--- src/rtl/hazard_ctrl.sv ---
// Pipeline hazard/control unit: shadow destination-tag pipeline (EX/MEM/WB), operand
// forwarding selects, load-use and no-forwarding stalls, redirect flushes, bus freezes, perf counters.
module hazard_ctrl #(
    parameter int RW     = 5,
    parameter bit FWD_EN = 1'b1,
    parameter int CNT_W  = 32
) (
    input  logic             cpu_clk,
    input  logic             cpu_rst,
    input  logic             id_valid,
    input  logic [RW-1:0]    id_rs1,
    input  logic [RW-1:0]    id_rs2,
    input  logic [1:0]       id_re,
    input  logic [RW-1:0]    id_rd,
    input  logic             id_we,
    input  logic             id_is_load,
    input  logic             ex_redirect,
    input  logic             mem_busy,
    input  logic             cnt_clr,
    output logic             pc_hold,
    output logic             ifid_hold,
    output logic             ifid_flush,
    output logic             idex_bubble,
    output logic             pipe_freeze,
    output logic [1:0]       fwd_sel1,
    output logic [1:0]       fwd_sel2,
    output logic [CNT_W-1:0] cyc_cnt,
    output logic [CNT_W-1:0] stall_cnt,
    output logic [CNT_W-1:0] flush_cnt,
    output logic [CNT_W-1:0] retire_cnt
);

    typedef struct packed {
        logic          valid;
        logic [RW-1:0] rd;
        logic          we;
    } tag_t;

    // Only the EX entry's load flag is ever consulted, so it is kept beside the tag.
    tag_t ex_q, mem_q, wb_q;
    logic ex_is_load_q;

    logic [1:0] hit_ex, hit_mem, hit_wb;
    logic       hazard, flush, stall_q;

    function automatic logic hit(input tag_t t, input logic [RW-1:0] rs,
                                 input logic re, input logic vld);
        return re && vld && t.valid && t.we && (t.rd == rs) && (rs != '0);
    endfunction

    function automatic logic [1:0] pick(input logic e, input logic m, input logic w);
        if (e)      return 2'd1;
        else if (m) return 2'd2;
        else if (w) return 2'd3;
        return 2'd0;
    endfunction

    assign hit_ex  = {hit(ex_q,  id_rs2, id_re[1], id_valid), hit(ex_q,  id_rs1, id_re[0], id_valid)};
    assign hit_mem = {hit(mem_q, id_rs2, id_re[1], id_valid), hit(mem_q, id_rs1, id_re[0], id_valid)};
    assign hit_wb  = {hit(wb_q,  id_rs2, id_re[1], id_valid), hit(wb_q,  id_rs1, id_re[0], id_valid)};

    // NOTE: every output of this block gets a default first, so no path can infer a latch.
    always_comb begin
        fwd_sel1 = 2'd0;
        fwd_sel2 = 2'd0;
        hazard   = 1'b0;
        if (FWD_EN) begin
            fwd_sel1 = pick(hit_ex[0], hit_mem[0], hit_wb[0]);
            fwd_sel2 = pick(hit_ex[1], hit_mem[1], hit_wb[1]);
            hazard   = ex_is_load_q && (|hit_ex);
        end else begin
            hazard   = (|hit_ex) || (|hit_mem) || (|hit_wb);
        end
    end

    // A redirect kills the ID instruction, so it overrides any hazard stall.
    assign flush       = ex_redirect && !mem_busy;
    assign stall_q     = hazard && !flush;
    assign pipe_freeze = mem_busy;
    assign pc_hold     = mem_busy || stall_q;
    assign ifid_hold   = mem_busy || stall_q;
    assign ifid_flush  = flush;
    assign idex_bubble = !mem_busy && (stall_q || flush);

    // NOTE: state registers use non-blocking assignments so all tags shift from pre-edge values.
    always_ff @(posedge cpu_clk or negedge cpu_rst) begin
        if (!cpu_rst) begin
            ex_q         <= '0;
            mem_q        <= '0;
            wb_q         <= '0;
            ex_is_load_q <= 1'b0;
        end else if (!mem_busy) begin
            wb_q  <= mem_q;
            mem_q <= ex_q;
            if (hazard || flush) begin
                ex_q         <= '0;
                ex_is_load_q <= 1'b0;
            end else begin
                ex_q         <= '{valid: id_valid, rd: id_rd, we: id_we && (id_rd != '0)};
                ex_is_load_q <= id_is_load;
            end
        end
    end

    always_ff @(posedge cpu_clk or negedge cpu_rst) begin
        if (!cpu_rst) begin
            cyc_cnt    <= '0;
            stall_cnt  <= '0;
            flush_cnt  <= '0;
            retire_cnt <= '0;
        end else if (cnt_clr) begin
            cyc_cnt    <= '0;
            stall_cnt  <= '0;
            flush_cnt  <= '0;
            retire_cnt <= '0;
        end else begin
            cyc_cnt <= cyc_cnt + CNT_W'(1);
            if (stall_q)                  stall_cnt  <= stall_cnt + CNT_W'(1);
            if (flush)                    flush_cnt  <= flush_cnt + CNT_W'(1);
            if (wb_q.valid && !mem_busy)  retire_cnt <= retire_cnt + CNT_W'(1);
        end
    end

endmodule

--- config.mk ---
export PLATFORM = sky130hd
export DESIGN_NAME = hazard_ctrl
export DESIGN_NICKNAME = d
export VERILOG_FILES = /design/src/rtl/hazard_ctrl.sv
export SDC_FILE = /design/constraint.sdc
export NUM_CORES = 1
export LEC_CHECK = 0
export BUFFER_PORTS_ARGS = -buffer_cell sky130_fd_sc_hd__buf_2
export CAP_MARGIN = 20
export CORE_ASPECT_RATIO = 1.75
export CORE_UTILIZATION = 50
export DETAILED_ROUTE_END_ITERATION = 12
export HOLD_SLACK_MARGIN = 0.15
export MAX_ROUTING_LAYER = met4
export PLACE_DENSITY = 0.82
export SKIP_LAST_GASP = 1
export SLEW_MARGIN = 20
export SYNTH_ARGS = -nofsm -noshare
export SYNTH_HDL_FRONTEND = slang
export SYNTH_SLANG_ARGS = --single-unit
--- constraint.sdc ---
create_clock -name cpu_clk -period 2.3 [get_ports cpu_clk]
set_input_delay 0.115 -clock cpu_clk [delete_from_list [all_inputs] [get_ports cpu_clk]]
set_output_delay 0.115 -clock cpu_clk [all_outputs]
set_load 0.05 [all_outputs]
== Word-level counts from Yosys, hierarchy flattened ==
Index checks and enable logic that the tools add are counted.
Word-level totals
  register bits: 150
  input bits: 25
  word-level logic and storage cells: 91
Operators by class
  $add $sub $neg: 4
  equal/unequal tests: 6
  mux-type cells: 23
  reductions and logical operators: 44
Operator list (number)
  $mux W32: 7
  $add A32 B1 Y32 const B: 4
  $logic_and A1 B1 Y1: 32
  $eq A5 B5 Y1: 6
  $mux W2: 8
  $reduce_bool A5 Y1: 3
  $mux W1: 7
  $mux W7: 1
  $reduce_bool A2 Y1: 3
  $logic_or A1 B1 Y1: 3
  $logic_not A1 Y1: 2
  $reduce_or A2 Y1: 1

== Longest topological paths before layout ==
Gate-level depths: netlist of run 1.
  depth in word-level cells: 10
  gate-level depth with buffers: 9

== Worst setup path after synthesis of run 1 ==
No wires, ideal clock.
  kind: input -> output
  start: input port id_rs1[1]
  end: output port fwd_sel1[1]
  arrival time: 2.637 ns
  required time: 2.185 ns
  path slack: -0.452 ns
  stages on the path: 6
  cells stage by stage: or3_1 -> o311a_1 -> nand3_1 -> buf_4 -> buf_2 -> a21boi_0
Between the ends
  word-level cells in the longest chain between the ends: 7
Ends and longest elaborated chain
  from (decl): line 11  | input logic [RW-1:0] id_rs1,
  $eq A5 B5 Y1: line 48  | return re && vld && t.valid && t.we && (t.rd == rs) && (rs != '0);
  $logic_and A1 B1 Y1 (2 in series): line 48
  $mux W1: line 54  | else if (w) return 2'd3;
  $mux W1: line 53  | else if (m) return 2'd2;
  $mux W1: line 52  | if (e) return 2'd1;
  $mux W2 (*): line 55  | return 2'd0;
  to (decl): line 25  | output logic [1:0] fwd_sel1,
Every way passes the cells marked *; elsewhere a longest branch is shown, timed or not.

== Final worst setup path of run 1 ==
  start: register ex_q[4] (netlist name)
  end: output port ifid_hold
Between the ends
  word-level cells in the longest chain between the ends: 7
Ends and longest elaborated chain
  from (decl): line 40  | tag_t ex_q, mem_q, wb_q;
  from (signal assigned): line 99  | ex_q <= '{valid: id_valid, rd: id_rd, we: id_we && (id_rd != '0)};
  $eq A5 B5 Y1: line 48
  $logic_and A1 B1 Y1 (2 in series): line 48
  $reduce_or A2 Y1 (*)
  $logic_and A1 B1 Y1 (*): line 70  | hazard = ex_is_load_q && (|hit_ex);
  $logic_and A1 B1 Y1 (*): line 78  | assign stall_q = hazard && !flush;
  $logic_or A1 B1 Y1 (*): line 81  | assign ifid_hold = mem_busy || stall_q;
  to (decl): line 21  | output logic ifid_hold,
Marked as above.

==> results of run 1 <==
sequential cells by signal (all words and copies together), names as in the netlist:
name	cells
wb_q	7
flush_cnt	32
cyc_cnt	32
mem_q	7
retire_cnt	32
stall_cnt	32
ex_q	7
ex_is_load_q	1
worst min-delay path: cells and delay by family:
| kind | cells | cell delay, ns |
|---|---|---|
| compound gates | 1 | 0.15 |
| buf+inv | 1 | 0.14 |
| simple gates | 1 | 0.16 |
final cells by class:
class                      instances  area, µm²  area share
multi-input combinational        585       4150       0.406
sequential                       150       3760       0.368
timing repair buffer             220       1450       0.142
clock buffer                      18        439      0.0430
tap                              186        233      0.0228
clock inverter                    14        144      0.0141
inverter                          12       45.0     0.00441
synth_stat cells, types with 2 or more instances:
master | count | share of area
nor4_1 | 7 | 0.0056
and4_1 | 9 | 0.010
inv_1 | 12 | 0.0057
a22o_1 | 8 | 0.0089
o21ai_0 | 6 | 0.0038
buf_2 | 3 | 0.0019
or4_1 | 4 | 0.0038
or2_2 | 5 | 0.0040
ha_1 | 4 | 0.0064
nor3_1 | 8 | 0.0051
buf_6 | 3 | 0.0043
clkbuf_1 | 18 | 0.0086
a2111oi_2 | 15 | 0.029
xor2_1 | 84 | 0.093
a31o_2 | 2 | 0.0022
a2111oi_4 | 4 | 0.014
or3_1 | 9 | 0.0072
and3_1 | 16 | 0.013
mux2i_1 | 2 | 0.0025
and2_1 | 2 | 0.0016
buf_1 | 2 | 0.00095
nand4_1 | 30 | 0.024
nor2b_1 | 8 | 0.0064
nand2_1 | 53 | 0.025
xnor2_1 | 61 | 0.068
buf_4 | 3 | 0.0029
nand3_1 | 57 | 0.036
mux2_2 | 14 | 0.020
nor2_1 | 139 | 0.066
a211oi_2 | 9 | 0.014
nand2b_1 | 6 | 0.0048
a21oi_1 | 10 | 0.0064
dfrtp_1 | 150 | 0.48
power breakdown:
group	leakage [nW]	switching, mW	internal (mW)	total [mW]
sequential	2.07	0.0616	2.69	2.75
combinational	2.35	0.290	0.181	0.471
clock	0.279	1.20	1.55	2.75
total	4.69	1.55	4.42	5.97
through the flow:
stage / utilization / cell area (µm²) / TNS, ns
3_5_place_dp: 0.592 / 9100 / -0.224
6_report: 0.664 / 10200 / -0.311
3_3_place_gp: 0.592 / 9100 / -0.00162
2_1_floorplan: - / 7890 / 0
5_1_grt: 0.664 / 10200 / -1.57
4_1_cts: 0.651 / 10000 / -0.116
kinds of logic after synthesis:
kind of cell             after synthesis  share of synthesized area
AND/OR/NAND/NOR                      357                      0.218
flip-flops                           150                      0.477
XOR/XNOR                             145                      0.161
AO/OA/AOI/OAI                         63                     0.0887
buffers and inverters                 42                     0.0269
multiplexers                          16                     0.0226
adder cells (fa/ha/maj)                4                    0.00636
what timing repair did:
item                                    in CTS  in global routing
endpoints found under the setup margin      21                 22
setup buffers                                9                  4
hold buffers                                 9                  0
pin swaps                                   10                  7
endpoints found under the hold margin       74                  0
resized for setup                           21                 21
gates cloned                                 2                  0
worst paths after layout:
path / start / cells past startpoint / slack (ns) / to
worst max-delay path: ex_q[4] / 8 / -0.07 / ifid_hold
worst min-delay path: id_valid / 3 / 0.21 / ex_q[6]
worst max register to register: ex_q[3] / 8 / -0.04 / stall_cnt[21]
worst min register to register: cyc_cnt[0] / 1 / 0.51 / cyc_cnt[0]
max in group asynchronous: cpu_rst / 3 / 1.29 / flush_cnt[31]
min in group asynchronous: cpu_rst / 2 / 0.29 / retire_cnt[10]
metal layers:
layer	vias to the layer above	GRT usage
met1	3282	0.282
met2	192	0.464
li1	3102	-
met4	0	0.116
met5	-	-
met3	45	0.0369
==> impl_metrics.py, run 1 <==
metrics = {
    "final_layout": {
        "num-fill-cells": 1166,
        "final_common_cell": "buf_2",
        "antenna_cells": 0,
        "layout.nets": 1015,
        "drive_gt1_frac": 0.310,
        "area_growth_pct": 29.8,
        "layout.cells.non_filler": 1185,
        "final_cell_mix": "153 x buf_2, 147 x dfrtp_1, 138 x nor2_1, 83 x xor2_1, 59 x xnor2_1",
    },
    "route": {
        "avgRoutedWirePerCell_um": 17.4,
        "drc": 0,
        "highest_layer": "met4",
        "viasPerCell": 5.59,
        "drtAntennaViolNets": 0,
        "wl_met3_um": 805,
        "firstDrtPassIters": 4,
        "vias": 6621,
        "drt_iter0_drc": 317,
        "wl_met2_um": 11300,
        "wl_met1_um": 7690,
        "finalWirelength_um": 20600,
    },
    "sta": {
        "rsz0062_at_grt": "yes",
        "drv_slew": 0,
        "min_period_ns": 2.37,
        "worst_pin_slew_ns": 0.677,
        "setup_viol": 10,
        "finalHoldViolations": 0,
        "period_share": 1.03,
        "fin_skew_ns": 0.0137,
        "slew_headroom": 0.549,
        "max_freq_mhz": 421,
        "setup_slack_ns": -0.0741,
        "whs_ns": 0.206,
    },
    "floorplan": {
        "start_util": 0.512,
        "die_area_mm2": 0.0163,
        "die_h_um": 168,
        "num_rows": 60,
        "ios": 162,
        "dieWidth_um": 96.9,
        "core_mm2": 0.0154,
    },
    "logic_synthesis": {
        "syn_area_per_cell_um2": 10.1,
        "netlist_area_mm2": 0.00787,
        "yosysUniqueCellTypes": 47,
        "synth_fp_nets": 806,
        "synth_flop_cell": "dfrtp_1",
        "yosysSeqAreaShare": 0.477,
        "ys_seq_elements": 150,
        "async_flop_share": 1.00,
        "postSynthCellCount": 777,
        "synth_edf_count": 0,
        "synth_warnings": 0,
    },
    "setup_path": {
        "required_ns": 2.18,
        "cp_top_family": "simple AND/OR/NAND/NOR gates",
        "critPathBufInv": 3,
        "cp-start-kind": "register",
        "crit_path_top_delay_cell": "dfrtp_1",
        "crit_chain": "buf_6 > xor2_2 > nor4_2 > nand3_2 > buf_12 > a21oi_4 > or2_4 > buf_8",
        "crit_type": "reg -> out",
        "endpoint_kind": "output pin",
        "critPathMaxStageDelay_ns": 0.40,
        "cp_max_fo": 5,
        "arrival_ns": 2.26,
    },
    "clocking": {
        "clk_latency_ns": 0.41,
        "cts_tree": "yes",
        "cts_buffers": 17,
        "clk_pin_slew_ns": 0.06,
        "cts_sinks": 150,
        "clockBufferDepth": 2,
        "cts_max_level": 4,
        "cts_root_buf": "clkbuf_16",
    },
    "job": {
        "drv_cap": 0,
    },
    "place": {
        "dp_cells": 1129,
        "pre_cts_slack_ns": -0.0948,
        "portBuffers": 161,
        "gp_congestion": 0.891,
        "dp_hpwl_um": 13600,
    },
    "power": {
        "cellPowerDensity_mw_per_mm2": 584,
        "max-vdd-ir-drop_v": 0.000398,
        "leakage_nw": 4.69,
        "power_mw": 5.97,
    },
    "global_routing": {
        "gr-usage-all-layers": 0.259,
        "grt_overflow": 0,
        "grt_pass1_vias": 6510,
        "grt_pass1_wl_um": 32900,
        "grt_start_max_net_pins": 95,
        "antenna_found_initial": 0,
    },
    "worst_hold_path": {
        "hold_path_class": "in -> reg",
    },
    "status": {
        "failed_checks": "setup timing",
        "status": "complete, but fails checks",
    },
}
Note: power is estimated with default switching activity, not from simulation.
==> inputs of run 2 (changes only) <==
--- a/config.mk
+++ b/config.mk
@@ -5,14 +5,15 @@
 export SDC_FILE = /design/constraint.sdc
 export NUM_CORES = 1
 export LEC_CHECK = 0
+export ABC_AREA = 1
 export BUFFER_PORTS_ARGS = -buffer_cell sky130_fd_sc_hd__buf_2
 export CAP_MARGIN = 20
 export CORE_ASPECT_RATIO = 1.75
-export CORE_UTILIZATION = 50
+export CORE_UTILIZATION = 52
 export DETAILED_ROUTE_END_ITERATION = 12
 export HOLD_SLACK_MARGIN = 0.15
 export MAX_ROUTING_LAYER = met4
-export PLACE_DENSITY = 0.82
+export PLACE_DENSITY = 0.83
 export SKIP_LAST_GASP = 1
 export SLEW_MARGIN = 20
 export SYNTH_ARGS = -nofsm -noshare
==> run 2 against run 1 <==
Compared with the run above: the run now ends clean; sequential cell count unchanged; sequential share of layout area is 2.7 points lower; clock-buffer cell count grew 2; global-route usage is 7.3 points higher; first-iteration DRC count increased by 74%; sequential power is essentially flat; critical endpoint is now idex_bubble.
==> impl_metrics.py, run 2 <==
metrics = {
    "status": {
        "status": "completed",
    },
    "logic_synthesis": {
        "synth_fp_nets": 1382,
        "yosysMostFrequentCell": "nand2_1",
        "yosysSeqAreaShare": 0.408,
        "async_flop_share": 1.00,
        "ys_seq_elements": 150,
        "synth_edf_count": 0,
        "syn_area_per_cell_um2": 6.79,
        "synth.top_cell.area_share": 0.408,
        "synth.area.top_cells": "dfrtp_1 41%, nand2_1 17%, nor2_1 9.6%, nand3_1 5.4%, inv_1 5.0%",
        "postSynthCellCount": 1353,
        "yosysUniqueCellTypes": 38,
        "netlist_area_mm2": 0.00919,
        "synth_warnings": 0,
        "yosys-top-cells-count": "413 x nand2_1, 235 x nor2_1, 150 x dfrtp_1",
        "synth_flop_cell": "dfrtp_1",
        "yosysTopAreaCell": "dfrtp_1",
    },
    "route": {
        "drt_iter0_drc": 553,
        "vias": 9672,
        "viasPerCell": 5.46,
        "drc": 0,
        "firstDrtPassIters": 6,
        "avgRoutedWirePerCell_um": 16.1,
        "drtAntennaViolNets": 0,
        "finalWirelength_um": 28500,
    },
    "sta": {
        "max_freq_mhz": 463,
        "slew_headroom": 0.608,
        "whs_ns": 0.196,
        "worst_pin_slew_ns": 0.585,
        "rsz0062_at_grt": "no",
        "finalHoldViolations": 0,
        "drv_slew": 0,
        "setup_viol": 0,
        "fin_skew_ns": 0.0131,
        "min_period_ns": 2.16,
        "period_share": 0.939,
        "finalSetupTns_ns": 0,
        "setup_slack_ns": 0.141,
    },
    "floorplan": {
        "num_rows": 64,
        "dieWidth_um": 103,
        "start_util": 0.529,
        "die_h_um": 178,
        "ios": 162,
        "die_area_mm2": 0.0182,
        "core_mm2": 0.0174,
    },
    "clocking": {
        "cts_sinks": 150,
        "cts_max_level": 4,
        "clockBufferDepth": 2,
        "cts_tree": "yes",
        "clk_pin_slew_ns": 0.06,
        "clk_latency_ns": 0.43,
        "cts_buffers": 17,
        "cts_root_buf": "clkbuf_16",
    },
    "setup_path": {
        "crit_type": "reg -> out",
        "arrival_ns": 2.04,
        "rrSetupSlack_ns": 0.36,
        "crit_chain": "nand2_1 > nor2_1 > nand2_1 > nor2_1 > nand2_2 > nand2_4 > nand2_2 > a21oi_1 > clkbuf_4",
        "crit_start": "ex_q[6]",
        "cp_max_fo": 3,
        "endpoint_kind": "output pin",
        "critical_path_cell_count": 9,
        "rr_worst_depth": 9,
        "required_ns": 2.18,
        "rr_endpoint": "stall_cnt[16]",
        "cp-start-kind": "register",
        "reg2reg_from": "stall_cnt[0]",
        "critPathBufInv": 1,
        "crit_end": "idex_bubble",
        "critPathMaxStageDelay_ns": 0.39,
        "cp_top_family": "simple AND/OR/NAND/NOR gates",
        "crit_path_top_delay_cell": "dfrtp_1",
    },
    "job": {
        "drv_cap": 0,
    },
    "final_layout": {
        "num-fill-cells": 1607,
        "seqCellArea_mm2": 0.00375,
        "antenna_cells": 0,
        "layout.nets": 1557,
        "drive_gt1_frac": 0.155,
        "final_common_cell": "nand2_1",
        "final_cell_mix": "412 x nand2_1, 235 x nor2_1, 159 x buf_2, 150 x dfrtp_1, 122 x inv_1",
        "area_growth_pct": 19.9,
        "multi_input_area_mm2": 0.00480,
    },
    "worst_hold_path": {
        "hold_path_class": "in -> reg",
    },
    "global_routing": {
        "grt_pass1_vias": 9178,
        "antenna_found_initial": 0,
        "grt_start_max_net_pins": 99,
        "grt_overflow": 0,
        "grt_pass1_wl_um": 44600,
        "gr-usage-all-layers": 0.331,
    },
    "place": {
        "pre_cts_slack_ns": 0.350,
        "gp_congestion": 0.964,
        "dp_hpwl_um": 20900,
        "portBuffers": 161,
    },
    "power": {
        "cellPowerDensity_mw_per_mm2": 557,
        "max-vdd-ir-drop_v": 0.000396,
        "leakage_nw": 5.28,
    },
}
[run 2: changes by cell type in the layout (fill, tap and decap cells not counted), moves of 44 or more]
| cell | change |
|---|---|
| o21ai_0 | +51 |
| inv_1 | +110 |
| nand2_1 | +360 |
| nor2_1 | +97 |
| xor2_1 | -64 |
| nand3_1 | +44 |
[run 2: area by class of cell]
| type | count | share of cell area |
|---|---|---|
| Sequential cell | 150 | 0.341 |
| Tap cell | 231 | 0.0262 |
| Clock inverter | 12 | 0.0137 |
| Multi-Input combinational cell | 1041 | 0.436 |
| Inverter | 131 | 0.0446 |
| Timing Repair Buffer | 187 | 0.0977 |
| Clock buffer | 20 | 0.0414 |
[run 2: what timing repair did]
item,4_1_cts,5_1_grt
gates resized for setup,0,3
setup buffers,1,0
hold buffers,12,0
cloned,1,0
hold endpoints to repair,140,0
endpoints found under the setup margin,2,1
[run 2: metal layers]
layer	vias to the layer above	part of all wire	track usage
li1	4679	-	-
met5	-	0	-
met3	94	0.052	0.0555
met2	357	0.54	0.595
met1	4542	0.36	0.334
met4	0	0.050	0.178
[run 2: how the worst min path moves through the flow]
stage,startpoint,endpoint,slack (ns),depth (start not counted)
detailed placement,cpu_rst,cyc_cnt[30],0.13,1
global placement,cpu_rst,cyc_cnt[29],0.12,1
CTS,cnt_clr,cyc_cnt[20],0.20,3
floorplan,cpu_rst,cyc_cnt[0],-0.18,0
finish,cnt_clr,cyc_cnt[1],0.20,3
global route,cnt_clr,cyc_cnt[9],0.21,3
[run 2: stage by stage]
step	util	cell area [µm²]	std cells	total power, mW
6_report	0.634	11000	1772	6.14
3_3_place_gp	0.591	10300	1726	3.24
4_1_cts	0.634	11000	1772	6.17
3_5_place_dp	0.591	10300	1726	3.25
2_1_floorplan	-	9190	1353	3.06
5_1_grt	0.634	11000	1772	6.31
[run 2: logic make-up (layout without fill, tap and decap cells)]
group | Yosys count | in the layout | synth area share
and+or+nand+nor | 868 | 869 | 0.400
buffers and inverters | 163 | 350 | 0.0710
xor gates and xnor gates | 49 | 49 | 0.0467
AOI/OAI and AO/OA | 119 | 119 | 0.0689
adders and majority gates | 4 | 4 | 0.00544
DFF | 150 | 150 | 0.408
[run 2: tightest hold or removal path, stage by stage]
cell,delay (ns)
buf_2,0.12
buf_4,0.22
nor2_1,0.12
[run 2: where the power goes]
part | internal (mW) | switching [mW] | leakage (nW)
Sequential | 2.69 | 0.0633 | 2.07
Combinational | 0.149 | 0.325 | 2.91
Clock | 1.76 | 1.15 | 0.296
==> inputs of run 3 (changes only) <==
--- a/config.mk
+++ b/config.mk
@@ -9,11 +9,11 @@
 export BUFFER_PORTS_ARGS = -buffer_cell sky130_fd_sc_hd__buf_2
 export CAP_MARGIN = 20
 export CORE_ASPECT_RATIO = 1.75
-export CORE_UTILIZATION = 52
+export CORE_UTILIZATION = 25
 export DETAILED_ROUTE_END_ITERATION = 12
 export HOLD_SLACK_MARGIN = 0.15
 export MAX_ROUTING_LAYER = met4
-export PLACE_DENSITY = 0.83
+export PLACE_DENSITY = 0.48
 export SKIP_LAST_GASP = 1
 export SLEW_MARGIN = 20
 export SYNTH_ARGS = -nofsm -noshare
==> run 3 against run 2 <==
Compared with the run above: power is 0.87% lower; clock skew is 0.0025 ns lower; setup slack worse by 0.00063 ns; register-to-register slack got worse by 0.21 ns; first-iteration DRC count shrank 13%; critical path depth down 4; global-route usage fell by 15 points; clock-buffer cell count shrank 3; cell area is 2.6% higher; critical path type unchanged; critical endpoint is now fwd_sel1[1]; largest cell class unchanged.
==> impl_metrics.py, run 3 (same netlist as run 2, synthesis figures left out) <==
metrics = {
    "status": {
        "status": "completed",
    },
    "final_layout": {
        "num-fill-cells": 4027,
        "final_cell_mix": "413 x nand2_1, 235 x nor2_1, 156 x buf_2, 150 x dfrtp_1, 122 x inv_1",
        "drive_gt1_frac": 0.155,
        "final_common_cell": "nand2_1",
        "area_growth_pct": 23.1,
        "antenna_cells": 0,
        "layout.nets": 1560,
        "layout.cells.non_filler": 2014,
        "utilization": 0.313,
    },
    "setup_path": {
        "endpoint_kind": "output pin",
        "critPathMaxStageDelay_ns": 0.44,
        "cp_max_fo": 4,
        "cp-start-kind": "register",
        "rrSetupSlack_ns": 0.15,
        "cp_top_family": "flip-flops",
        "critical_path_cell_count": 5,
        "critPathBufInv": 1,
        "rr_worst_depth": 11,
        "required_ns": 2.18,
        "crit_type": "reg -> out",
        "crit_path_top_delay_cell": "dfrtp_1",
        "crit_chain": "xnor2_1 > nand4_1 > nor2_1 > o21a_1 > buf_2",
        "arrival_ns": 2.05,
    },
    "clocking": {
        "clk_latency_ns": 0.45,
        "cts_buffers": 17,
        "clk_pin_slew_ns": 0.07,
        "cts_tree": "yes",
        "clockBufferDepth": 2,
        "cts_sinks": 150,
        "cts_root_buf": "clkbuf_16",
        "cts_max_level": 4,
    },
    "floorplan": {
        "start_util": 0.254,
        "die_h_um": 256,
        "core_mm2": 0.0361,
        "dieWidth_um": 147,
        "ios": 162,
        "num_rows": 92,
        "die_area_mm2": 0.0376,
    },
    "global_routing": {
        "grt_overflow": 0,
        "grt_pass1_vias": 9223,
        "antenna_found_initial": 0,
        "grt_start_max_net_pins": 55,
        "gr-usage-all-layers": 0.182,
        "grt_pass1_wl_um": 51000,
    },
    "place": {
        "dp_cells": 1966,
        "dp_hpwl_um": 24800,
        "portBuffers": 161,
        "gp_congestion": 0.931,
    },
    "power": {
        "max-vdd-ir-drop_v": 0.000500,
        "cellPowerDensity_mw_per_mm2": 538,
        "power_mw": 6.09,
        "leakage_nw": 5.27,
    },
    "sta": {
        "drv_slew": 0,
        "slew_headroom": 0.593,
        "rsz0062_at_grt": "yes",
        "period_share": 0.939,
        "min_period_ns": 2.16,
        "worst_pin_slew_ns": 0.610,
        "setup_viol": 0,
        "max_freq_mhz": 463,
        "finalHoldViolations": 0,
        "fin_skew_ns": 0.0107,
    },
    "route": {
        "avgRoutedWirePerCell_um": 16.2,
        "vias": 9291,
        "drt_iter0_drc": 479,
        "viasPerCell": 4.61,
        "finalWirelength_um": 32600,
        "drc": 0,
        "drtAntennaViolNets": 0,
        "firstDrtPassIters": 8,
    },
    "job": {
        "drv_cap": 0,
    },
    "worst_hold_path": {
        "hold_path_class": "in -> async",
    },
}
run 3: worst paths after layout:
path | startpoint | to
worst max-delay path | mem_q[3] | fwd_sel1[1]
worst min-delay path | cpu_rst | cyc_cnt[6]
worst max register to register | ex_q[3] | ex_q[6]
worst min register to register | cyc_cnt[0] | cyc_cnt[0]
max in group asynchronous | cpu_rst | stall_cnt[11]
min in group cpu_clk | cyc_cnt[0] | cyc_cnt[0]
run 3: worst reg2reg max path, delay by kind of cell, from the launching register on:
kind,cells,cell delay (ns)
AO/OA/AOI/OAI,1,0.11
buffers and inverters,2,0.66
flip-flops,1,0.42
AND/OR/NAND/NOR,8,0.85
run 3: per-stage QoR:
stage	area (µm²)	setup WS [ns]	TNS (ns)	hold WS, ns
finish	11300	0.140	0	0.228
detailed placement	10600	0.288	0	0.0302
floorplan	9190	0.294	0	-0.181
global placement	10600	0.254	0	0.0237
CTS	11300	-0.0145	-0.0282	0.217
global route	11300	-0.00193	-0.00193	0.236
run 3: per-layer routing:
| layer | GRT usage | up-vias | share of wire |
|---|---|---|---|
| li1 | - | 4686 | - |
| met1 | 0.185 | 4324 | 0.38 |
| met2 | 0.337 | 220 | 0.55 |
| met3 | 0.0275 | 61 | 0.028 |
| met4 | 0.0853 | 0 | 0.039 |
| met5 | - | - | 0 |
run 3: area by class of cell:
| class | count | area [µm²] | area share |
|---|---|---|---|
| Clock buffer | 17 | 425 | 0.0376 |
| Clock inverter | 15 | 146 | 0.0129 |
| Inverter | 131 | 493 | 0.0436 |
| Multi-Input combinational cell | 1040 | 4790 | 0.423 |
| Sequential cell | 150 | 3750 | 0.332 |
| Tap cell | 470 | 588 | 0.0520 |
| Timing Repair Buffer | 191 | 1120 | 0.0990 |
run 3: repair_timing:
item | 4_1_cts | 5_1_grt
buffers inserted | 0 | 1
hold buffers | 15 | 0
setup endpoints to repair | 2 | 5
gates resized for setup | 0 | 5
endpoints found under the hold margin | 175 | 0
run 3: power by group:
group,leakage [nW],switching (mW),internal [mW]
clock network,0.275,1.31,1.52
registers,2.07,0.0631,2.69
logic,2.93,0.357,0.157
total,5.27,1.73,4.36
